`config.mk`:
```
export PLATFORM = sky130hd
export DESIGN_NAME = imsic_msi_rcv
export DESIGN_NICKNAME = d
export VERILOG_FILES = /design/src/rtl/imsic_pkg.sv /design/src/rtl/imsic_sync2.sv /design/src/rtl/imsic_msi_rcv.sv
export SDC_FILE = /design/constraint.sdc
export NUM_CORES = 1
export LEC_CHECK = 0
export ABC_CLOCK_PERIOD_IN_PS = 2400
export CAP_MARGIN = 20
export CORE_MARGIN = 5
export CORE_UTILIZATION = 50
export CTS_BUF_LIST = sky130_fd_sc_hd__clkbuf_8
export DETAILED_ROUTE_END_ITERATION = 16
export PLACE_DENSITY = 0.92
export SYNTH_ARGS = -nofsm -noshare
export SYNTH_HDL_FRONTEND = slang
export SYNTH_SLANG_ARGS = --single-unit
```
`constraint.sdc`:
```
create_clock -name clk -period 2.4 [get_ports clk]
set_input_delay 0.24 -clock clk [delete_from_list [all_inputs] [get_ports clk]]
set_output_delay 0.24 -clock clk [all_outputs]
set_load 0.005 [all_outputs]
```
`src/rtl/imsic_pkg.sv`:
```
// rtl/imsic_pkg.sv - shared types and field layout for the IMSIC MSI-info transfer
// Contents:
//   default field widths and bit offsets of the {hart, file, src} info word,
//   the receive FSM state encoding, and the drop counter width.
package imsic_pkg;

  localparam int NR_SRC_WIDTH_DEF    = 5;
  localparam int INTP_FILE_WIDTH_DEF = 3;
  localparam int NR_HARTS_WIDTH_DEF  = 6;
  localparam int NR_HARTS_DEF        = 64;
  localparam int NR_INTP_FILES_DEF   = 7;

  // src always sits at the bottom of the info word
  localparam int SRC_LSB = 0;

  localparam int DROP_CNT_WIDTH = 8;

  typedef enum logic [1:0] {
    ARM      = 2'd0,
    IDLE     = 2'd1,
    DEC      = 2'd2,
    WAIT_LOW = 2'd3
  } state_e;

  // file field starts right above src
  function automatic int file_lsb(input int src_w);
    return SRC_LSB + src_w;
  endfunction

  // hart field starts right above file
  function automatic int hart_lsb(input int src_w, input int file_w);
    return SRC_LSB + src_w + file_w;
  endfunction

endpackage

```
`src/rtl/imsic_sync2.sv`:
```
// rtl/imsic_sync2.sv - parameterized-width two-flop synchronizer
// Ports:
//   clk  - destination-domain clock
//   rst  - asynchronous active-high reset, clears both stages to 0
//   d_i  - asynchronous input level(s)
//   q_o  - synchronized level(s), two clk edges behind d_i
module imsic_sync2 #(
  parameter int WIDTH = 1
) (
  input  logic             clk,
  input  logic             rst,
  input  logic [WIDTH-1:0] d_i,
  output logic [WIDTH-1:0] q_o
);

  logic [WIDTH-1:0] meta_q;
  logic [WIDTH-1:0] sync_q;

  always_ff @(posedge clk or posedge rst) begin
    if (rst) begin
      meta_q <= '0;
      sync_q <= '0;
    end else begin
      meta_q <= d_i;
      sync_q <= meta_q;
    end
  end

  assign q_o = sync_q;

endmodule

```
`src/rtl/imsic_msi_rcv.sv`:
```
// rtl/imsic_msi_rcv.sv - IMSIC MSI-info receiver: sync, capture, decode, strobe or drop
// Ports:
//   clk            - receive-domain clock
//   rst            - asynchronous active-high reset
//   i_msi_info     - {hart, file, src}, stable while i_msi_info_vld is high
//   i_msi_info_vld - asynchronous level, one assertion per MSI
//   hart_id        - this hart's index, quasi-static
//   o_setipnum     - last accepted interrupt identity
//   o_setipnum_we  - one-hot single-cycle write strobe to the addressed file
//   o_msi_drop     - single-cycle pulse for a rejected MSI
//   o_drop_cnt     - saturating rejected-MSI count
module imsic_msi_rcv
  import imsic_pkg::*;
#(
  parameter  int NR_SRC_WIDTH    = NR_SRC_WIDTH_DEF,
  parameter  int INTP_FILE_WIDTH = INTP_FILE_WIDTH_DEF,
  parameter  int NR_HARTS_WIDTH  = NR_HARTS_WIDTH_DEF,
  parameter  int NR_HARTS        = NR_HARTS_DEF,
  parameter  int NR_INTP_FILES   = NR_INTP_FILES_DEF,
  localparam int MSI_INFO_WIDTH  = NR_HARTS_WIDTH + INTP_FILE_WIDTH + NR_SRC_WIDTH
) (
  input  logic                      clk,
  input  logic                      rst,
  input  logic [MSI_INFO_WIDTH-1:0] i_msi_info,
  input  logic                      i_msi_info_vld,
  input  logic [NR_HARTS_WIDTH-1:0] hart_id,
  output logic [NR_SRC_WIDTH-1:0]   o_setipnum,
  output logic [NR_INTP_FILES-1:0]  o_setipnum_we,
  output logic                      o_msi_drop,
  output logic [DROP_CNT_WIDTH-1:0] o_drop_cnt
);

  localparam int FILE_LSB = file_lsb(NR_SRC_WIDTH);
  localparam int HART_LSB = hart_lsb(NR_SRC_WIDTH, INTP_FILE_WIDTH);

  logic vld_s;

  imsic_sync2 #(
    .WIDTH (1)
  ) u_vld_sync (
    .clk (clk),
    .rst (rst),
    .d_i (i_msi_info_vld),
    .q_o (vld_s)
  );

  state_e                      state_q, state_d;
  logic [MSI_INFO_WIDTH-1:0]   info_q, info_d;
  logic [NR_SRC_WIDTH-1:0]     setipnum_q, setipnum_d;
  logic [NR_INTP_FILES-1:0]    we_q, we_d;
  logic                        drop_q, drop_d;
  logic [DROP_CNT_WIDTH-1:0]   cnt_q, cnt_d;

  // The synchronizer comes out of reset showing 0 regardless of the real
  // level, so ARM only trusts vld_s once two edges have passed since release.
  // Otherwise a level held high through reset would look like a fresh rise.
  logic [1:0] prime_q;

  always_ff @(posedge clk or posedge rst) begin
    if (rst) begin
      prime_q <= 2'b00;
    end else begin
      prime_q <= {prime_q[0], 1'b1};
    end
  end

  logic [NR_SRC_WIDTH-1:0]    src_f;
  logic [INTP_FILE_WIDTH-1:0] file_f;
  logic [NR_HARTS_WIDTH-1:0]  hart_f;

  assign src_f  = info_q[SRC_LSB  +: NR_SRC_WIDTH];
  assign file_f = info_q[FILE_LSB +: INTP_FILE_WIDTH];
  assign hart_f = info_q[HART_LSB +: NR_HARTS_WIDTH];

  logic                     hart_ok;
  logic                     file_ok;
  logic                     src_ok;
  logic                     accept;
  logic [NR_INTP_FILES-1:0] file_onehot;

  assign hart_ok = (NR_HARTS == 1) || (hart_f == hart_id);
  assign file_ok = int'(file_f) < NR_INTP_FILES;
  assign src_ok  = (src_f != '0);
  assign accept  = hart_ok && file_ok && src_ok;

  always_comb begin
    file_onehot = '0;
    for (int i = 0; i < NR_INTP_FILES; i++) begin
      if (int'(file_f) == i) begin
        file_onehot[i] = 1'b1;
      end
    end
  end

  always_comb begin
    state_d    = state_q;
    info_d     = info_q;
    setipnum_d = setipnum_q;
    we_d       = '0;
    drop_d     = 1'b0;
    cnt_d      = cnt_q;
    case (state_q)
      ARM: begin
        if (prime_q[1] && !vld_s) begin
          state_d = IDLE;
        end
      end
      IDLE: begin
        if (vld_s) begin
          info_d  = i_msi_info;
          state_d = DEC;
        end
      end
      DEC: begin
        state_d = WAIT_LOW;
        if (accept) begin
          setipnum_d = src_f;
          we_d       = file_onehot;
        end else begin
          drop_d = 1'b1;
          if (cnt_q != '1) begin
            cnt_d = cnt_q + DROP_CNT_WIDTH'(1);
          end
        end
      end
      WAIT_LOW: begin
        if (!vld_s) begin
          state_d = IDLE;
        end
      end
      default: begin
        state_d = ARM;
      end
    endcase
  end

  always_ff @(posedge clk or posedge rst) begin
    if (rst) begin
      state_q    <= ARM;
      info_q     <= '0;
      setipnum_q <= '0;
      we_q       <= '0;
      drop_q     <= 1'b0;
      cnt_q      <= '0;
    end else begin
      state_q    <= state_d;
      info_q     <= info_d;
      setipnum_q <= setipnum_d;
      we_q       <= we_d;
      drop_q     <= drop_d;
      cnt_q      <= cnt_d;
    end
  end

  assign o_setipnum    = setipnum_q;
  assign o_setipnum_we = we_q;
  assign o_msi_drop    = drop_q;
  assign o_drop_cnt    = cnt_q;

endmodule
```
---- After elaboration in Yosys (flattened, before gate mapping) ----
Index checks and enable logic that the tools add are counted.
storage, ports and cells
  output and inout bits ................... 21
  input port bits ......................... 23
  bits in registers ....................... 41
operators by class
  reduce and logical (&&, ||, !) cells .... 11
  equality and inequality tests ........... 14
  magnitude comparators ................... 1
  muxes and demuxes ....................... 15
  bitwise logic cells ..................... 1
  add/sub/neg operators ................... 1
operators by type and width
  cell                   count
  $mux W7                2
  $eq A3 B3 Y1 const B   4
  $mux W1                9
  $add A8 B1 Y8 const B  1
  $ne A8 B8 Y1 const B   1
  $pmux W2 S4            1
  $eq A3 B2 Y1 const B   2
  $eq A6 B6 Y1           1
  $mux W2                3
  $reduce_and A3 Y1      2
  $reduce_bool A5 Y1     1
  $eq A2 B2 Y1 const B   2
  $ne A2 B2 Y1 const B   2
  $reduce_and A2 Y1      2
  $logic_and A1 B1 Y1    3
  $logic_not A3 Y1       1
  $lt A3 B3 Y1 const B   1
  $eq A2 B1 Y1 const B   1
  $logic_not A2 Y1       1
  $ne A2 B1 Y1 const B   1
  $logic_not A1 Y1       1
  $not A1 Y1             1

---- Logic depth before layout (Yosys ltp) ----
Gate-level depths: netlist of the first run.
  depth after elaboration ................. 5
  mapped depth ............................ 6
  mapped depth without buffers ............ 6

---- By module ----
From an unflattened synthesis of the first run, not the netlist that was laid out.
second synthesis, totals
  cell total of the unflattened synthesis .. 133
  area, all modules ....................... 1739.2 um2
by module, submodules not included
  module         times used  area an instance (um2)  cells each  seq. area each (um2)
  imsic_msi_rcv  1           1685.4                  130         975.9
  imsic_sync2    1           53.8                    3           50.0

---- Least setup slack after synthesis of the first run ----
OpenSTA, ideal clock, no wires.
  path kind ............................... register -> register
  start point ............................. reg info_q[0]
  end point ............................... reg cnt_q[6] (netlist: o_drop_cnt[6])
  data required time ...................... 2.272 ns
  setup slack ............................. 0.727 ns
  cell stages (with the launch flop) ...... 7
  path buffers ............................ 1
  setup time .............................. 0.128 ns
  data arrival time ....................... 1.545 ns
  path through ............................ dfrtp_1 -> nor3_2 -> a211oi_2 -> and3_1 -> buf_6 -> nor4b_4 -> mux2_1
between the ends
  cells in the longest elaborated chain, start to end .. 4
ends and longest elaborated chain
  what                         RTL line              text
  start, declared              imsic_msi_rcv.sv:48   logic [MSI_INFO_WIDTH-1:0] info_q, info_d;
  start signal, assigned       imsic_msi_rcv.sv:147  info_q <= info_d;
  $reduce_bool A5 Y1           imsic_msi_rcv.sv:83   assign src_ok = (src_f != '0);
  $logic_and A1 B1 Y1          imsic_msi_rcv.sv:84   assign accept = hart_ok && file_ok && src_ok;
  $not A1 Y1 (no line)         -
  $reduce_and A3 Y1 (no line)  -
  end signal, assigned         imsic_msi_rcv.sv:151  cnt_q <= cnt_d;
  end, declared                imsic_msi_rcv.sv:52   logic [DROP_CNT_WIDTH-1:0] cnt_q, cnt_d;
No other way between the ends.
A chain may end at the register's enable or synchronous reset.

---- Worst setup path in the final report of the first run ----
  start point ............................. in hart_id[0]
  end point ............................... reg setipnum_q[4] (netlist: o_setipnum[4])
between the ends
  cells in the longest elaborated chain, start to end .. 4
ends and longest elaborated chain
  what                               RTL line              text
  start, declared                    imsic_msi_rcv.sv:26   input logic [NR_HARTS_WIDTH-1:0] hart_id,
  $eq A6 B6 Y1                       imsic_msi_rcv.sv:81   assign hart_ok = (NR_HARTS == 1) || (hart_f == hart_id);
  $logic_and A1 B1 Y1 (2 in series)  imsic_msi_rcv.sv:84
  $reduce_and A2 Y1 (no line)        -
  end signal, assigned               imsic_msi_rcv.sv:148  setipnum_q <= setipnum_d;
  end, declared                      imsic_msi_rcv.sv:49   logic [NR_SRC_WIDTH-1:0] setipnum_q, setipnum_d;
No other way between the ends.

==> results.yml, run 1 <==
global_routing:
  grt.overflow.total: 0
  antenna_found_initial: 0
  grt_usage_pct: 16.6
  grt_max_degree: 42
  grt_pass1_wl_mm: 6.21
  grt_pass1_vias: 1313
cells_and_area:
  nNetsFinal: 207
  multiInputGateArea_um2: 697
  seq_area_um2: 1030
  area_growth_pct: 33.6
  drive_gt1_share_pct: 20.0
  num_antenna_cells: 0
  fill_cells: 270
flow_run:
  drv_cap: 0
logic_synthesis:
  synth_cells: 131
  synth_fp_nets: 159
  seq_area_frac_synth_pct: 58.2
  synth-main-ff-cell: "dfrtp_1"
  async_flop_share_pct: 100
  synth_area_um2: 1760
  ys_types: 32
  syn-mean-instance-area_um2: 13.4
  yosysWarnings: 0
  ys_ff_latch: 41
  synth-edff-count: 0
sta:
  hold_ws_ns: 0.357
  worst_pin_slew_ns: 0.586
  finClkSkew_ns: 0.00457
  clock.fmax_mhz: 539
  fin_tns_setup_ns: 0
  maxSlewHeadroom_pct: 60.9
  setup-violations-final: 0
  grt_setup_unrepaired: "no"
  layout_min_cycle_time_ns: 1.85
  slew_violations: 0
  fin_crit_sh_pct: 77.3
  hold_viol: 0
clocking:
  clk_pin_slew_ns: 0.07
  cts_root_buffer: "clkbuf_8"
  insertion_delay_ns: 0.29
  cts_num_sinks: 41
  h-tree-depth: 2
  postCtsHoldBufs: 0
  post_cts_buffers: 0
  clk_path_buf_depth: 2
  cts_tree: "yes"
  ctsResizeCount: 0
  cts_buffers: 5
routing:
  first_iter_violations: 27
  wl_mm: 3.60
  vias: 1173
  viasPerCell: 5.19
  drc_errors: 0
  ant_nets: 0
  wl_per_cell_um: 15.9
  dr.pass1.iters: 4
min_path:
  hold_class: "input pin to async pin"
place:
  dp_hpwl_mm: 2.80
  port_buffers: 43
  gp_congestion: 0.879
floorplanning:
  num_io_pins: 44
  dieHeight_um: 69.4
  core_um2: 3360
  die-area_um2: 4810
  fp.dieW_um: 69.4
  start_util_pct: 52.4
  rows: 21
worst_setup_path:
  crit_type: "input pin to flip-flop"
  cp_data_required_time_ns: 2.58
  cp_max_fo: 7
  endpoint_kind: "flip-flop"
  rrSetupSlack_ns: 0.55
  worstPathArrival_ns: 2.03
  rr_startpoint: "info_q[8]"
  reg2regPathDepth: 5
  crit_path_start_kind: "input pin"
  reg2reg_to: "o_setipnum[4]"
pwr:
  ir_worst_vdd_v: 0.000631
  p_leak_nw: 1.02
  power_mw: 2.52
  power.density_nw_per_um2: 1070
run_status:
  status: "finished clean"
==> final cells by class <==
type | count | share of cell area [%]
clock inverters | 2 | 1.44
multi-input cells | 82 | 29.6
inverters | 5 | 0.797
repair buffers | 44 | 18.6
flip-flops and latches | 41 | 43.6
clock buffers | 6 | 3.51
well taps | 46 | 2.45
==> flip-flops by register name, summed over array words and instances, names as in the netlist <==
name and count:
u_vld_sync.q_o 1, u_vld_sync.meta_q 1, o_setipnum 5, info_q 14, o_setipnum_we 7, o_msi_drop 1, prime_q 2, state_q 2
o_drop_cnt 8
==> layout by cell type, fill, tap and decap left out, types with 2 or more instances in the layout <==
| cell | synthesis | routed |
|---|---|---|
| clkbuf_8 | 0 | 6 |
| dfrtp_1 | 41 | 41 |
| nand2b_1 | 2 | 2 |
| o21ai_0 | 3 | 3 |
| nand2_1 | 6 | 6 |
| mux2_2 | 21 | 21 |
| nand4_1 | 2 | 2 |
| xor2_1 | 10 | 10 |
| inv_1 | 5 | 6 |
| and3_1 | 2 | 2 |
| clkdlybuf4s50_1 | 0 | 43 |
| mux2_1 | 2 | 2 |
| ha_1 | 5 | 5 |
| nor4_1 | 2 | 2 |
| nand3_1 | 3 | 3 |
| nor3_1 | 6 | 6 |
| nor2_1 | 3 | 3 |
| a31oi_1 | 2 | 2 |
==> routing by layer <==
layer	vias up	wire (um)	global-route usage (%)
met5	-	0	0
met4	0	75	7.38
met3	10	319	8.99
met2	48	1840	27.8
met1	557	1370	17.0
li1	558	-	-
==> where the power goes <==
group / total [mW] / internal [mW] / switching [mW] / leakage, nW
Clock: 0.553 / 0.334 / 0.219 / 0.0626
Sequential: 1.14 / 0.917 / 0.222 / 0.507
Combinational: 0.828 / 0.475 / 0.354 / 0.446
Total: 2.52 / 1.73 / 0.794 / 1.02
==> Yosys cell counts (2+ instances only) <==
cell type   n  area [um2]
dfrtp_1    41        1030
mux2_2     21         236
xor2_1     10        87.6
nand2_1     6        22.5
nor3_1      6        30.0
ha_1        5        62.6
inv_1       5        18.8
nand3_1     3        15.0
nor2_1      3        11.3
o21ai_0     3        15.0
a31oi_1     2        12.5
and3_1      2        12.5
mux2_1      2        22.5
nand2b_1    2        12.5
nand4_1     2        12.5
nor4_1      2        12.5
==> per-stage QoR <==
step	utilization (%)	std cells	cell area [um2]	setup WS, ns
floorplan	-	131	1760	0.727
global placement	66.5	218	2240	0.332
detailed placement	66.5	218	2240	0.228
CTS	70.0	226	2350	0.533
global route	70.0	226	2350	0.424
finish	70.0	226	2350	0.545
==> critical path: stages <==
cell and delay (ns):
clkdlybuf4s50_1 0.42, xor2_1 0.17, nor3_1 0.29, nand3_2 0.22
nor2_2 0.31, mux2_2 0.38
==> cell families after synthesis <==
group	count (synthesis)	synth area share [%]
adders and majority gates	5	3.55
and+or+nand+nor	35	13.1
muxes	23	14.7
other	1	0.213
AOI/OAI and AO/OA	8	3.05
xor gates and xnor gates	10	4.97
buffers and inverters	8	2.20
DFF	41	58.2
==> worst max-delay path by stage <==
| stage | cells after the start | start | slack [ns] | end |
|---|---|---|---|---|
| final | 6 | hart_id[0] | 0.55 | o_setipnum[4] |
| after global routing | 5 | info_q[8] | 0.42 | o_setipnum[2] |
| after CTS | 5 | info_q[8] | 0.53 | o_setipnum[4] |
| after detailed placement | 6 | hart_id[0] | 0.23 | o_setipnum[2] |
| after global placement | 6 | hart_id[0] | 0.33 | o_setipnum[4] |
| after floorplan | 6 | info_q[0] | 0.73 | o_drop_cnt[6] |
Power figures use the tool's default switching activity.
==> run 2: changes to the inputs <==
--- a/config.mk
+++ b/config.mk
@@ -5,13 +5,13 @@
 export SDC_FILE = /design/constraint.sdc
 export NUM_CORES = 1
 export LEC_CHECK = 0
-export ABC_CLOCK_PERIOD_IN_PS = 2400
+export ABC_CLOCK_PERIOD_IN_PS = 1600
 export CAP_MARGIN = 20
 export CORE_MARGIN = 5
-export CORE_UTILIZATION = 50
+export CORE_UTILIZATION = 45
 export CTS_BUF_LIST = sky130_fd_sc_hd__clkbuf_8
 export DETAILED_ROUTE_END_ITERATION = 16
-export PLACE_DENSITY = 0.92
+export PLACE_DENSITY = 0.88
 export SYNTH_ARGS = -nofsm -noshare
 export SYNTH_HDL_FRONTEND = slang
 export SYNTH_SLANG_ARGS = --single-unit
==> constraint.sdc (replaced) <==
create_clock -name clk -period 1.6 [get_ports clk]
set_input_delay 0.16 -clock clk [delete_from_list [all_inputs] [get_ports clk]]
set_output_delay 0.16 -clock clk [all_outputs]
set_load 0.005 [all_outputs]
==> run 2 against run 1 <==
The run now ends with setup timing left. Global-route usage decreased by 1.2 points. Hold slack worse by 0.068 ns. Routed wire length rose by 4.8%. Combinational power grew 130%.
==> results.yml, run 2 (synthesis results as in run 1) <==
run_status:
  status: "complete, but fails checks"
  violations: "setup timing"
sta:
  setup-violations-final: 7
  finClkSkew_ns: 0.00319
  hold_viol: 0
  grt_setup_unrepaired: "yes"
  clock.fmax_mhz: 602
  fin_ws_ns: -0.0621
  fin_crit_sh_pct: 104
  slew_violations: 0
  layout_min_cycle_time_ns: 1.66
clocking:
  clk_pin_slew_ns: 0.08
  h-tree-depth: 2
  cts_tree: "yes"
  postCtsHoldBufs: 0
  cts_buffers: 5
  insertion_delay_ns: 0.29
  cts_root_buffer: "clkbuf_8"
  clk_path_buf_depth: 2
  cts_num_sinks: 41
worst_setup_path:
  cp_data_required_time_ns: 1.78
  reg2regPathDepth: 5
  rrSetupSlack_ns: -0.06
  endpoint_kind: "flip-flop"
  worstPathArrival_ns: 1.84
  cp_max_fo: 5
  crit_type: "flip-flop to flip-flop"
  crit_path_start_kind: "flip-flop"
  rr_startpoint: "info_q[11]"
  reg2reg_to: "o_setipnum[0]"
global_routing:
  met2_usage_pct: 26.9
  antenna_found_initial: 0
  grt_util_met1_pct: 17.4
  grt_use_met3_pct: 3.99
  grt_max_degree: 42
  grt.overflow.total: 0
  grt_busiest_layer: "met2"
  grt_pass1_vias: 1321
  grt_usage_pct: 15.4
  grt_pass1_wl_mm: 6.22
floorplanning:
  start_util_pct: 47.4
  fp.dieW_um: 72.6
  num_io_pins: 44
  dieHeight_um: 72.6
  core_um2: 3720
  rows: 22
  die-area_um2: 5270
pwr:
  power.density_nw_per_um2: 1600
  p_leak_nw: 1.11
  ir_worst_vdd_v: 0.000786
  power_mw: 4.18
cells_and_area:
  top_register: "info_q"
  nNetsFinal: 227
  fill_cells: 260
  seq_area_um2: 1030
  final_cell_mix: "clkdlybuf4s50_1 (43), dfrtp_1 (41), mux2_2 (21), buf_4 (18), xor2_1 (10)"
  num_antenna_cells: 0
  mostFrequentLayoutCell: "clkdlybuf4s50_1"
  largest_reg_flops: 14
  multiInputGateArea_um2: 812
  area_growth_pct: 48.2
  drive_gt1_share_pct: 36.5
  final_area_um2: 2610
routing:
  vias: 1259
  wl_per_cell_um: 15.2
  ant_nets: 0
  viasPerCell: 5.08
  wl_mm: 3.77
  drc_errors: 0
  dr.pass1.iters: 4
  first_iter_violations: 80
min_path:
  hold_class: "input pin to async pin"
place:
  postPlaceCellArea_um2: 2390
  port_buffers: 43
  gp_congestion: 0.815
  dp_hpwl_mm: 2.77
flow_run:
  drv_cap: 0
-- run 2: layout make-up --
type	instances	share of cell area, %
clock buffer	5	2.64
timing repair buffer	64	23.3
clock inverter	3	0.671
multi-input combinational	82	31.1
sequential	41	39.3
inverter	5	0.719
tap	48	2.30
-- run 2: worst max-delay path, stage by stage, from the launching register on --
cell,delay (ns)
dfrtp_1,0.39
xor2_1,0.15
a211oi_2,0.27
nand3_2,0.17
nor2_4,0.20
mux2_2,0.36
-- run 2: worst max-delay path by stage --
| stage | end | slack [ns] | from |
|---|---|---|---|
| after global placement | o_setipnum[3] | -0.29 | hart_id[0] |
| after CTS | o_setipnum[0] | -0.04 | info_q[11] |
| after global routing | o_setipnum[0] | -0.16 | info_q[11] |
| after detailed placement | o_setipnum[1] | -0.39 | hart_id[0] |
| final | o_setipnum[0] | -0.06 | info_q[11] |
| after floorplan | o_drop_cnt[4] | -0.03 | info_q[2] |
-- run 2: metal layers --
metal | wire length, um | vias up
met5 | 0 | -
met4 | 72 | 0
met3 | 268 | 6
met2 | 2010 | 40
met1 | 1420 | 620
li1 | - | 593
-- run 2: power breakdown --
part	internal, mW	switching, mW	leakage, nW
Clock	0.301	0.352	0.0439
Combinational	1.08	0.794	0.563
Sequential	1.38	0.276	0.507
-- run 2: stage by stage --
stage	std cells	util, %	worst slack, ns	setup TNS (ns)	hold slack, ns
2_1_floorplan	131	-	-0.0260	-0.0402	0.191
3_3_place_gp	239	64.4	-0.290	-4.43	0.336
3_5_place_dp	239	64.4	-0.392	-6.00	0.346
4_1_cts	248	68.1	-0.0399	-0.157	0.287
5_1_grt	248	70.3	-0.164	-1.46	0.305
6_report	248	70.3	-0.0621	-0.291	0.289
-- run 2: repair_timing --
item,4_1_cts,5_1_grt
endpoints found under the hold margin,0,0
resized for setup,10,15
setup buffers,1,0
pin swaps,4,6
setup endpoints to repair,17,18
==> run 3: changes to the inputs <==
--- a/config.mk
+++ b/config.mk
@@ -11,7 +11,7 @@
 export CORE_UTILIZATION = 45
 export CTS_BUF_LIST = sky130_fd_sc_hd__clkbuf_8
 export DETAILED_ROUTE_END_ITERATION = 16
-export PLACE_DENSITY = 0.88
+export PLACE_DENSITY_LB_ADDON = 0.12
 export SYNTH_ARGS = -nofsm -noshare
 export SYNTH_HDL_FRONTEND = slang
 export SYNTH_SLANG_ARGS = --single-unit
==> run 3 against run 2 <==
The run still ends with setup timing left. Clock skew increased by 0.00081 ns. Fmax increased by 2.1%. Routed wire length fell by 4.2%. Power fell by 3.9%.
==> results.yml, run 3 (synthesis results as in run 1) <==
sta:
  fin_ws_ns: -0.0272
  fin_crit_sh_pct: 102
  finClkSkew_ns: 0.00401
  clock.fmax_mhz: 615
  layout_min_cycle_time_ns: 1.63
  hold_viol: 0
  grt_setup_unrepaired: "yes"
  setup-violations-final: 5
  slew_violations: 0
routing:
  dr.pass1.iters: 4
  drc_errors: 0
  wl_per_cell_um: 14.7
  viasPerCell: 5.08
  wl_mm: 3.62
  ant_nets: 0
  first_iter_violations: 56
  vias: 1250
global_routing:
  met2_usage_pct: 27.0
  grt_max_degree: 42
  grt_busiest_layer: "met2"
  grt_util_met1_pct: 16.7
  grt_pass1_vias: 1350
  grt_use_met3_pct: 3.72
  grt_pass1_wl_mm: 6.03
  antenna_found_initial: 0
  grt.overflow.total: 0
  grt_usage_pct: 15.0
place:
  post-place-ws_ns: -0.395
  gp_congestion: 0.822
  postPlaceCellArea_um2: 2400
  dp_hpwl_mm: 2.76
  port_buffers: 43
clocking:
  h-tree-depth: 2
  postCtsHoldBufs: 0
  cts_num_sinks: 41
  cts_root_buffer: "clkbuf_8"
  clk_path_buf_depth: 2
  cts_buffers: 5
  cts_tree: "yes"
  insertion_delay_ns: 0.28
  clk_pin_slew_ns: 0.07
worst_setup_path:
  rr_startpoint: "info_q[2]"
  endpoint_kind: "flip-flop"
  crit_type: "flip-flop to flip-flop"
  cp_data_required_time_ns: 1.77
  crit_path_start_kind: "flip-flop"
  reg2regPathDepth: 5
  critPathLaunch: "info_q[2]"
  rrSetupSlack_ns: -0.03
  reg2reg_to: "o_drop_cnt[6]"
  worstPathArrival_ns: 1.80
  cp_max_fo: 4
floorplanning:
  dieHeight_um: 72.6
  die-area_um2: 5270
  fp.dieW_um: 72.6
  start_util_pct: 47.4
  core_um2: 3720
  rows: 22
  num_io_pins: 44
pwr:
  p_leak_nw: 1.12
  ir_worst_vdd_v: 0.000784
  power.density_nw_per_um2: 1560
min_path:
  hold_class: "input pin to async pin"
cells_and_area:
  final_area_um2: 2580
  num_antenna_cells: 0
  fill_cells: 279
  drive_gt1_share_pct: 32.8
  mostFrequentLayoutCell: "clkdlybuf4s50_1"
  top_register: "info_q"
  largest_reg_flops: 14
  final_cell_mix: "clkdlybuf4s50_1 (43), dfrtp_1 (41), mux2_2 (19), buf_4 (16), xor2_1 (10)"
  nNetsFinal: 226
  area_growth_pct: 46.5
run_status:
  violations: "setup timing"
  status: "complete, but fails checks"
flow_run:
  drv_cap: 0
-- run 3: cell count changes in the layout (fill, tap and decap cells not counted), moves of 2 or more --
cell	previous run	this run
mux2_2	21	19
nor2_2	0	2
nor4_1	0	2
clkinv_2	2	0
buf_4	18	16
-- run 3: power breakdown --
part	total, mW	internal [mW]	switching (mW)
clock	0.651	0.336	0.315
combinational	1.73	1.01	0.720
sequential	1.64	1.38	0.263
total	4.02	2.72	1.30
-- run 3: routing by layer --
layer / share of wire [%] / wire length [um]
met4: 1.7 / 60
met1: 39 / 1400
met2: 54 / 1950
met5: 0 / 0
met3: 5.9 / 212
-- run 3: repair_timing --
item | 4_1_cts | 5_1_grt
setup endpoints to repair | 16 | 17
pin swaps | 4 | 6
buffers inserted | 1 | 0
gates resized for setup | 6 | 14
endpoints found under the hold margin | 0 | 0
-- run 3: area by class of cell --
type	count	area, um2	area share (%)
well taps	48	60.1	2.33
repair buffers	63	613	23.8
flip-flops and latches	41	1030	39.7
clock inverters	1	3.75	0.145
clock buffers	6	82.6	3.20
multi-input cells	82	777	30.1
inverters	5	18.8	0.727
-- run 3: worst max path at each step --
stage	end
2_1_floorplan	o_drop_cnt[4]
3_3_place_gp	o_drop_cnt[2]
3_5_place_dp	o_drop_cnt[2]
4_1_cts	o_drop_cnt[4]
5_1_grt	o_setipnum[1]
6_report	o_drop_cnt[6]
-- run 3: stage by stage --
stage / util [%] / std cells / power [mW] / TNS, ns / hold slack [ns]
2_1_floorplan: - / 131 / 2.45 / -0.0402 / 0.191
3_3_place_gp: 64.6 / 238 / 3.16 / -4.67 / 0.332
3_5_place_dp: 64.6 / 238 / 3.26 / -6.12 / 0.335
4_1_cts: 67.8 / 246 / 3.98 / -0.195 / 0.235
5_1_grt: 69.5 / 246 / 4.30 / -1.03 / 0.254
6_report: 69.5 / 246 / 4.02 / -0.0784 / 0.239
-- run 3: worst max-delay path, cell delays in order, from the launching register on --
cell and delay [ns]:
dfrtp_1 0.39, nor3_2 0.22, a211oi_2 0.12, and3_4 0.22
nor4b_4 0.24, mux2_4 0.32
